**config.mk**
```make
export PLATFORM = sky130hd
export DESIGN_NAME = apb_regfile_completer
export DESIGN_NICKNAME = d
export VERILOG_FILES = /design/src/rtl/apb_regfile_completer.sv
export SDC_FILE = /design/constraint.sdc
export NUM_CORES = 2
export LEC_CHECK = 0
export CAP_MARGIN = 30
export CORE_MARGIN = 5
export CORE_UTILIZATION = 40
export DETAILED_ROUTE_END_ITERATION = 16
export GPL_TIMING_DRIVEN = 0
export MAX_ROUTING_LAYER = met4
export SKIP_LAST_GASP = 1
export SYNTH_ARGS = -nofsm -noshare
export SYNTH_HDL_FRONTEND = slang
export SYNTH_SLANG_ARGS = --single-unit
```
**constraint.sdc**
```tcl
create_clock -name pclk -period 4.3 [get_ports pclk]
set_input_delay 0.43 -clock pclk [delete_from_list [all_inputs] [get_ports pclk]]
set_output_delay 0.43 -clock pclk [all_outputs]
set_load 0.02 [all_outputs]
```
**src/rtl/apb_regfile_completer.sv**
```systemverilog
// APB4 completer holding a bank of 32-bit registers with byte-strobe writes,
// a fixed number of access-phase wait states and slave-error signalling.
// Register 0 is a read-only identification word.
module apb_regfile_completer #(
   parameter int          NUM_REGS    = 16,
   parameter int          WAIT_CYCLES = 0,
   parameter int          PRIV_START  = 8,
   parameter logic [31:0] ID_VALUE    = 32'hA9B0_0001
) (
   input  logic                     pclk,
   input  logic                     preset,
   input  logic                     psel,
   input  logic                     penable,
   input  logic [31:0]              paddr,
   input  logic                     pwrite,
   input  logic [2:0]               pprot,
   input  logic [31:0]              pwdata,
   input  logic [3:0]               pstrb,
   output logic [31:0]              prdata,
   output logic                     pready,
   output logic                     pslverr,
   output logic [NUM_REGS*32-1:0]   regs_out
);

   localparam int AW = $clog2(NUM_REGS);
   localparam logic [3:0] WAIT_LAST = 4'(WAIT_CYCLES);

   typedef enum logic {IDLE, ACCESS} state_t;

   state_t        state;
   logic [31:0]   regs [NUM_REGS];
   logic [3:0]    count;
   logic [AW-1:0] cap_idx;
   logic          cap_write;
   logic          cap_err;
   logic [31:0]   cap_wdata;
   logic [31:0]   cap_resp;
   logic [3:0]    cap_strb;

   logic [AW-1:0] idx;
   logic          setup_err;
   logic [31:0]   read_val;
   logic [31:0]   setup_resp;
   logic          setup_hit;
   logic          commit;
   logic          unused_prot;

   assign idx         = paddr[AW+1:2];
   assign setup_hit   = psel && !penable;
   assign unused_prot = &{1'b0, pprot[2:1]};

   // Decode the address and access type presented in the setup phase into an error flag and the response word
   always_comb begin
      setup_err = 1'b0;
      if (paddr[1:0] != 2'b00)                                         setup_err = 1'b1;
      if ((paddr >> (AW + 2)) != 32'd0)                                setup_err = 1'b1;
      if (pwrite && (idx == '0))                                       setup_err = 1'b1;
      if (pwrite && !pprot[0] && (32'(idx) >= 32'(PRIV_START)))        setup_err = 1'b1;
      if (!pwrite && (pstrb != 4'b0000))                               setup_err = 1'b1;
      read_val   = (idx == '0) ? ID_VALUE : regs[idx];
      setup_resp = (setup_err || pwrite) ? 32'd0 : read_val;
   end

   assign commit = (state == ACCESS) && pready && psel && penable && cap_write && !cap_err;

   // Transfer sequencer: capture in setup, count wait states, respond, then retire or abort
   always_ff @(posedge pclk) begin
      if (preset) begin
         state     <= IDLE;
         pready    <= 1'b0;
         pslverr   <= 1'b0;
         prdata    <= 32'd0;
         count     <= 4'd0;
         cap_idx   <= '0;
         cap_write <= 1'b0;
         cap_err   <= 1'b0;
         cap_wdata <= 32'd0;
         cap_resp  <= 32'd0;
         cap_strb  <= 4'd0;
      end else begin
         case (state)
            IDLE: begin
               pready  <= 1'b0;
               pslverr <= 1'b0;
               prdata  <= 32'd0;
               if (setup_hit) begin
                  cap_idx   <= idx;
                  cap_write <= pwrite;
                  cap_err   <= setup_err;
                  cap_wdata <= pwdata;
                  cap_resp  <= setup_resp;
                  cap_strb  <= pstrb;
                  count     <= 4'd0;
                  state     <= ACCESS;
                  if (WAIT_CYCLES == 0) begin
                     pready  <= 1'b1;
                     pslverr <= setup_err;
                     prdata  <= setup_resp;
                  end
               end
            end
            ACCESS: begin
               if (!psel) begin
                  state   <= IDLE;
                  pready  <= 1'b0;
                  pslverr <= 1'b0;
                  prdata  <= 32'd0;
               end else if (!pready) begin
                  count <= count + 4'd1;
                  if ((count + 4'd1) == WAIT_LAST) begin
                     pready  <= 1'b1;
                     pslverr <= cap_err;
                     prdata  <= cap_resp;
                  end
               end else if (penable) begin
                  state   <= IDLE;
                  pready  <= 1'b0;
                  pslverr <= 1'b0;
                  prdata  <= 32'd0;
               end
            end
            default: state <= IDLE;
         endcase
      end
   end

   // Register bank: cleared on reset, byte lanes written when a good write completes
   always_ff @(posedge pclk) begin
      if (preset) begin
         for (int i = 0; i < NUM_REGS; i++) regs[i] <= 32'd0;
      end else if (commit) begin
         for (int k = 0; k < 4; k++) begin
            if (cap_strb[k]) regs[cap_idx][8*k +: 8] <= cap_wdata[8*k +: 8];
         end
      end
   end

   // Flat export of the bank, one cycle behind the bank itself, with slot 0 showing the ID word
   always_ff @(posedge pclk) begin
      if (preset) begin
         regs_out <= '0;
         regs_out[31:0] <= ID_VALUE;
      end else begin
         regs_out[31:0] <= ID_VALUE;
         for (int i = 1; i < NUM_REGS; i++) regs_out[32*i +: 32] <= regs[i];
      end
   end

endmodule
```
# Word-level counts from Yosys, hierarchy flattened
# Memory sizes are Yosys's and may differ from the RTL's. A register that Yosys moved wholly into a read port is not among the register bits.
# Cells that the tools add are included.
# op_classes
add_sub_neg,1
n_lt_le_gt_ge,1
n_eq_ne,5
muxes,53
bitwise,1
n_reduce_logical,24
# ops
operator,n
2-to-1 mux 32 bit,8
one-hot mux 32 bit (2 select lines),1
2-to-1 mux 1 bit,35
nonzero test 32 bit,1
OR reduction 32 bit,1
2-to-1 mux 4 bit,5
logical AND 1 bit,10
logical NOT 4 bit,2
one-hot mux 4 bit (2 select lines),1
"inequality test 2 bit, second input constant",3
one-hot mux 1 bit (2 select lines),3
"adder 4 x 1 -> 4 bit, second input constant",1
">= comparator 4 bit, second input constant",1
logical NOT 1 bit,4
"inequality test 4 x 3 -> 1 bit, second input constant",1
"inequality test 4 bit, second input constant",1
AND reduction 2 bit,2
nonzero test 4 bit,1
AND reduction 3 bit,1
nonzero test 2 bit,1
logical OR 1 bit,1
NOT 1 bit,1
# word_totals
reg_bits,145
mem_bits_rw,512
output_inout_bits,546
memories,1
# memory_table
name,words,word_bits,read_ports,rd_clocked_by_memory_dff,wr,line,source
regs,16,32,16,15,16,31,logic [31:0] regs [NUM_REGS];

# Logic depth before layout (Yosys ltp)
# logic_depth
word_depth,10
ltp_mapped,9
depth_no_buf,5

# Least setup slack after synthesis
# No wires, ideal clock.
# synth_timing
kind,flip-flop to flip-flop
start,reg pready
end,mem regs[15][0] (enable)
setup_ns,0.309
arrival_time_ns,1.749
required_time_ns,3.991
setup_slack_ns,2.242
path_stages_with_launch,8
period_less_slack_ns,2.058
cell_sequence,dfxtp_1 buf_2 nand2_1 nor4_2 nand2_1 buf_6 nor2_4 or2_2
# synth_lines
item,line,source
start: declaration,20,"output logic pready,"
start signal: assignment,70,pready <= 1'b0;
start signal: assignment,83,pready <= 1'b0;
start signal: assignment,96,pready <= 1'b1;
end: declaration,31,

==> metrics.txt <==
Vias=27500; RSZ-0062 raised after global routing=no; CORE AREA=0.102 mm2; top-count cell post-synth=dfxtp_1; final setup fails=0; CTS Hold Buffers Added=0; first-pass GRT wire length=208000 um; Routed Antenna Nets=0; clk_lat worst skew=0.71 ns; fin nets=3926; IO buf count=583; Resize count post-CTS=0; vias per inst=5.16; Post-Syn Instances=3115; residual DRC count=0; std cell rows=117; Setup crit start kind=flip-flop; synth cell count leaders=dfxtp_1 (593), and2_1 (505), nor2b_1 (505); area grow syn2layout=28.6%; total die area=0.109 mm2; crit path DAT=3.41 ns; Net Switching=5.53 mW; Final Util=0.518; Starting Density=0.403; Synth Cell Area=0.0410 mm2; CP Max Fanout=9; worst clock skew=0.0230 ns; pwr dens=446 mW/mm2; Peak VDD IR=311 uV; slew margin rel.=0.290; YS warnings=0; vias in the first global route=27400; Net Sw Frac=0.235; critical path class=reg2reg; met2 routed WL=73600 um; Total GRT Usage=0.282; antenna violations before repair=23; Top FF cell, synth=dfxtp_1; DRT Pass-1 Iters=5; worst slew pin tran=1.06 ns; largest net degree at the start of global routing=15; leakage power=19.8 nW; achievable frequency=329 MHz; Seq cells post-synth=1097; Pins Over Slew Limit=0; clk slew on worst S/H paths=0.06 ns; Top Metal Used=met4; H-tree depth=3; Post-synth EDFFs=504; fraction of layout cells with a size suffix above 1=0.130; die height=330 um; Root Driver=clkbuf_16; Netlist cell types=49; internal power component=18.0 mW; period utilization=0.706; Sequential Power Share=0.486; CTS tree=built; Setup TNS=0 ns; Seq/Total Area, Yosys=0.659; I/O pin count=622; Critical Path RT=4.68 ns; Min-Delay Path Class=in2reg; Die X-Extent=330 um; clock share of power=0.437; Syn Area/Cell=13.2 um2; Hold Violations, Final=0; DRT iter0 DRCs=2785; CTS Buf Count=114; maxcap violations=0; fin crit period=3.04 ns; status=finished, final reports clean; top cells by area, synth=edfxtp_1 (37%), dfxtp_1 (29%), and2_1 (7.7%); post-synth top area cell=edfxtp_1; fin cells=5329; Crit. End Element=flip-flop; ys async rst share=0; post-synth top area share=0.369; detailed placer's ending HPWL=119000 um; Comb power frac=0.077; wire per inst=28.9 um; placed insts=5101; routed metal-1 wirelength=62900 um; CTS max path bufs=3; GRT Residual Overflow=0; # Post-CTS Setup Buffers=0; Detailed Route WL=154000 um; clock sinks=1097; GP Congestion=0.916; met3 WL=12700 um
sequential cells by signal, indices dropped and copies added (netlist names), 4 cells and up:
signal     cells
cap_wdata     32
cap_strb       4
regs_out     480
regs         504
cap_resp      32
count          4
cap_idx        4
prdata        32
through the flow:
stage	instance area (um2)	setup slack (ns)	total power [mW]	hold WS [ns]
floorplan	41100	2.24	12.5	0.423
global placement	48600	0.861	13.4	0.430
detailed placement	48700	0.868	13.5	0.433
CTS	52700	1.34	23.7	0.242
global route	52700	1.24	24.1	0.295
finish	52700	1.26	23.5	0.278
final timing paths:
path,slack [ns],depth (start not counted),endpoint,start
setup / recovery,1.26,4,regs[13][6],cap_idx[2]
hold / removal,0.28,3,cap_wdata[13],pwdata[13]
setup reg to reg,1.26,4,regs[13][6],cap_idx[2]
hold reg to reg,0.45,2,cap_resp[30],cap_resp[30]
cells in the final DEF, fill, tap and decap left out, types with 8 or more instances in the layout:
master | synthesis | routed
clkinv_2 | 0 | 27
nor4_1 | 8 | 8
clkbuf_16 | 0 | 126
clkbuf_8 | 0 | 23
and2_1 | 505 | 505
a21oi_1 | 56 | 56
and3_1 | 33 | 33
o21ai_1 | 32 | 32
or2_2 | 64 | 64
nor2_1 | 46 | 46
dfxtp_1 | 593 | 593
nand3_1 | 17 | 17
buf_1 | 10 | 10
nand4_1 | 22 | 22
edfxtp_1 | 504 | 504
mux2_2 | 15 | 15
buf_4 | 46 | 46
mux4_2 | 110 | 110
nand2_1 | 191 | 191
o21ai_0 | 14 | 14
nor2_4 | 39 | 39
diode_2 | 0 | 13
buf_6 | 11 | 12
o2bb2ai_1 | 8 | 8
buf_2 | 19 | 19
conb_1 | 2 | 32
nor2b_1 | 505 | 505
a31oi_1 | 33 | 33
mux2i_1 | 40 | 40
clkbuf_1 | 128 | 144
a211o_1 | 19 | 19
clkdlybuf4s50_1 | 0 | 583
critical path: stages, from the launching register on:
cell,delay [ns]
dfxtp_1,0.50
nor2b_1,0.49
nand3_1,0.54
nor2_1,0.76
or2_2,0.41
power groups by stage:
stage | clock network (mW) | logic, mW | registers (mW)
CTS | 10.4 | 1.81 | 11.4
global route | 10.8 | 1.87 | 11.5
finish | 10.3 | 1.81 | 11.4
floorplan | 0 | 0.707 | 11.8
detailed placement | 0 | 1.80 | 11.7
global placement | 0 | 1.79 | 11.7
area by class of cell:
cell class	count	area, um2
Tap cell	1368	1710
Multi-Input combinational cell	1830	13000
Buffer	216	1120
Inverter	2	7.51
Sequential cell	1097	27000
Clock buffer	169	3550
Fill cell	8969	49000
Clock inverter	46	410
Timing Repair Buffer	588	5920
Antenna cell	13	32.5
routing by layer:
| metal | vias up | global-route usage |
|---|---|---|
| li1 | 12100 | - |
| met1 | 13800 | 0.367 |
| met2 | 1371 | 0.454 |
| met3 | 240 | 0.0547 |
| met4 | 0 | 0.0820 |
| met5 | - | - |
cell families (layout without fill, tap and decap cells):
group	Yosys count	in the layout	synth area share
fa+ha+maj	1	1	0.000305
other cells	2	45	0.000183
buf+inv	218	1021	0.0275
flops	1097	1097	0.659
simple gates	1449	1449	0.211
mux	165	165	0.0744
compound gates	183	183	0.0272
Power figures use the tool's default switching activity.
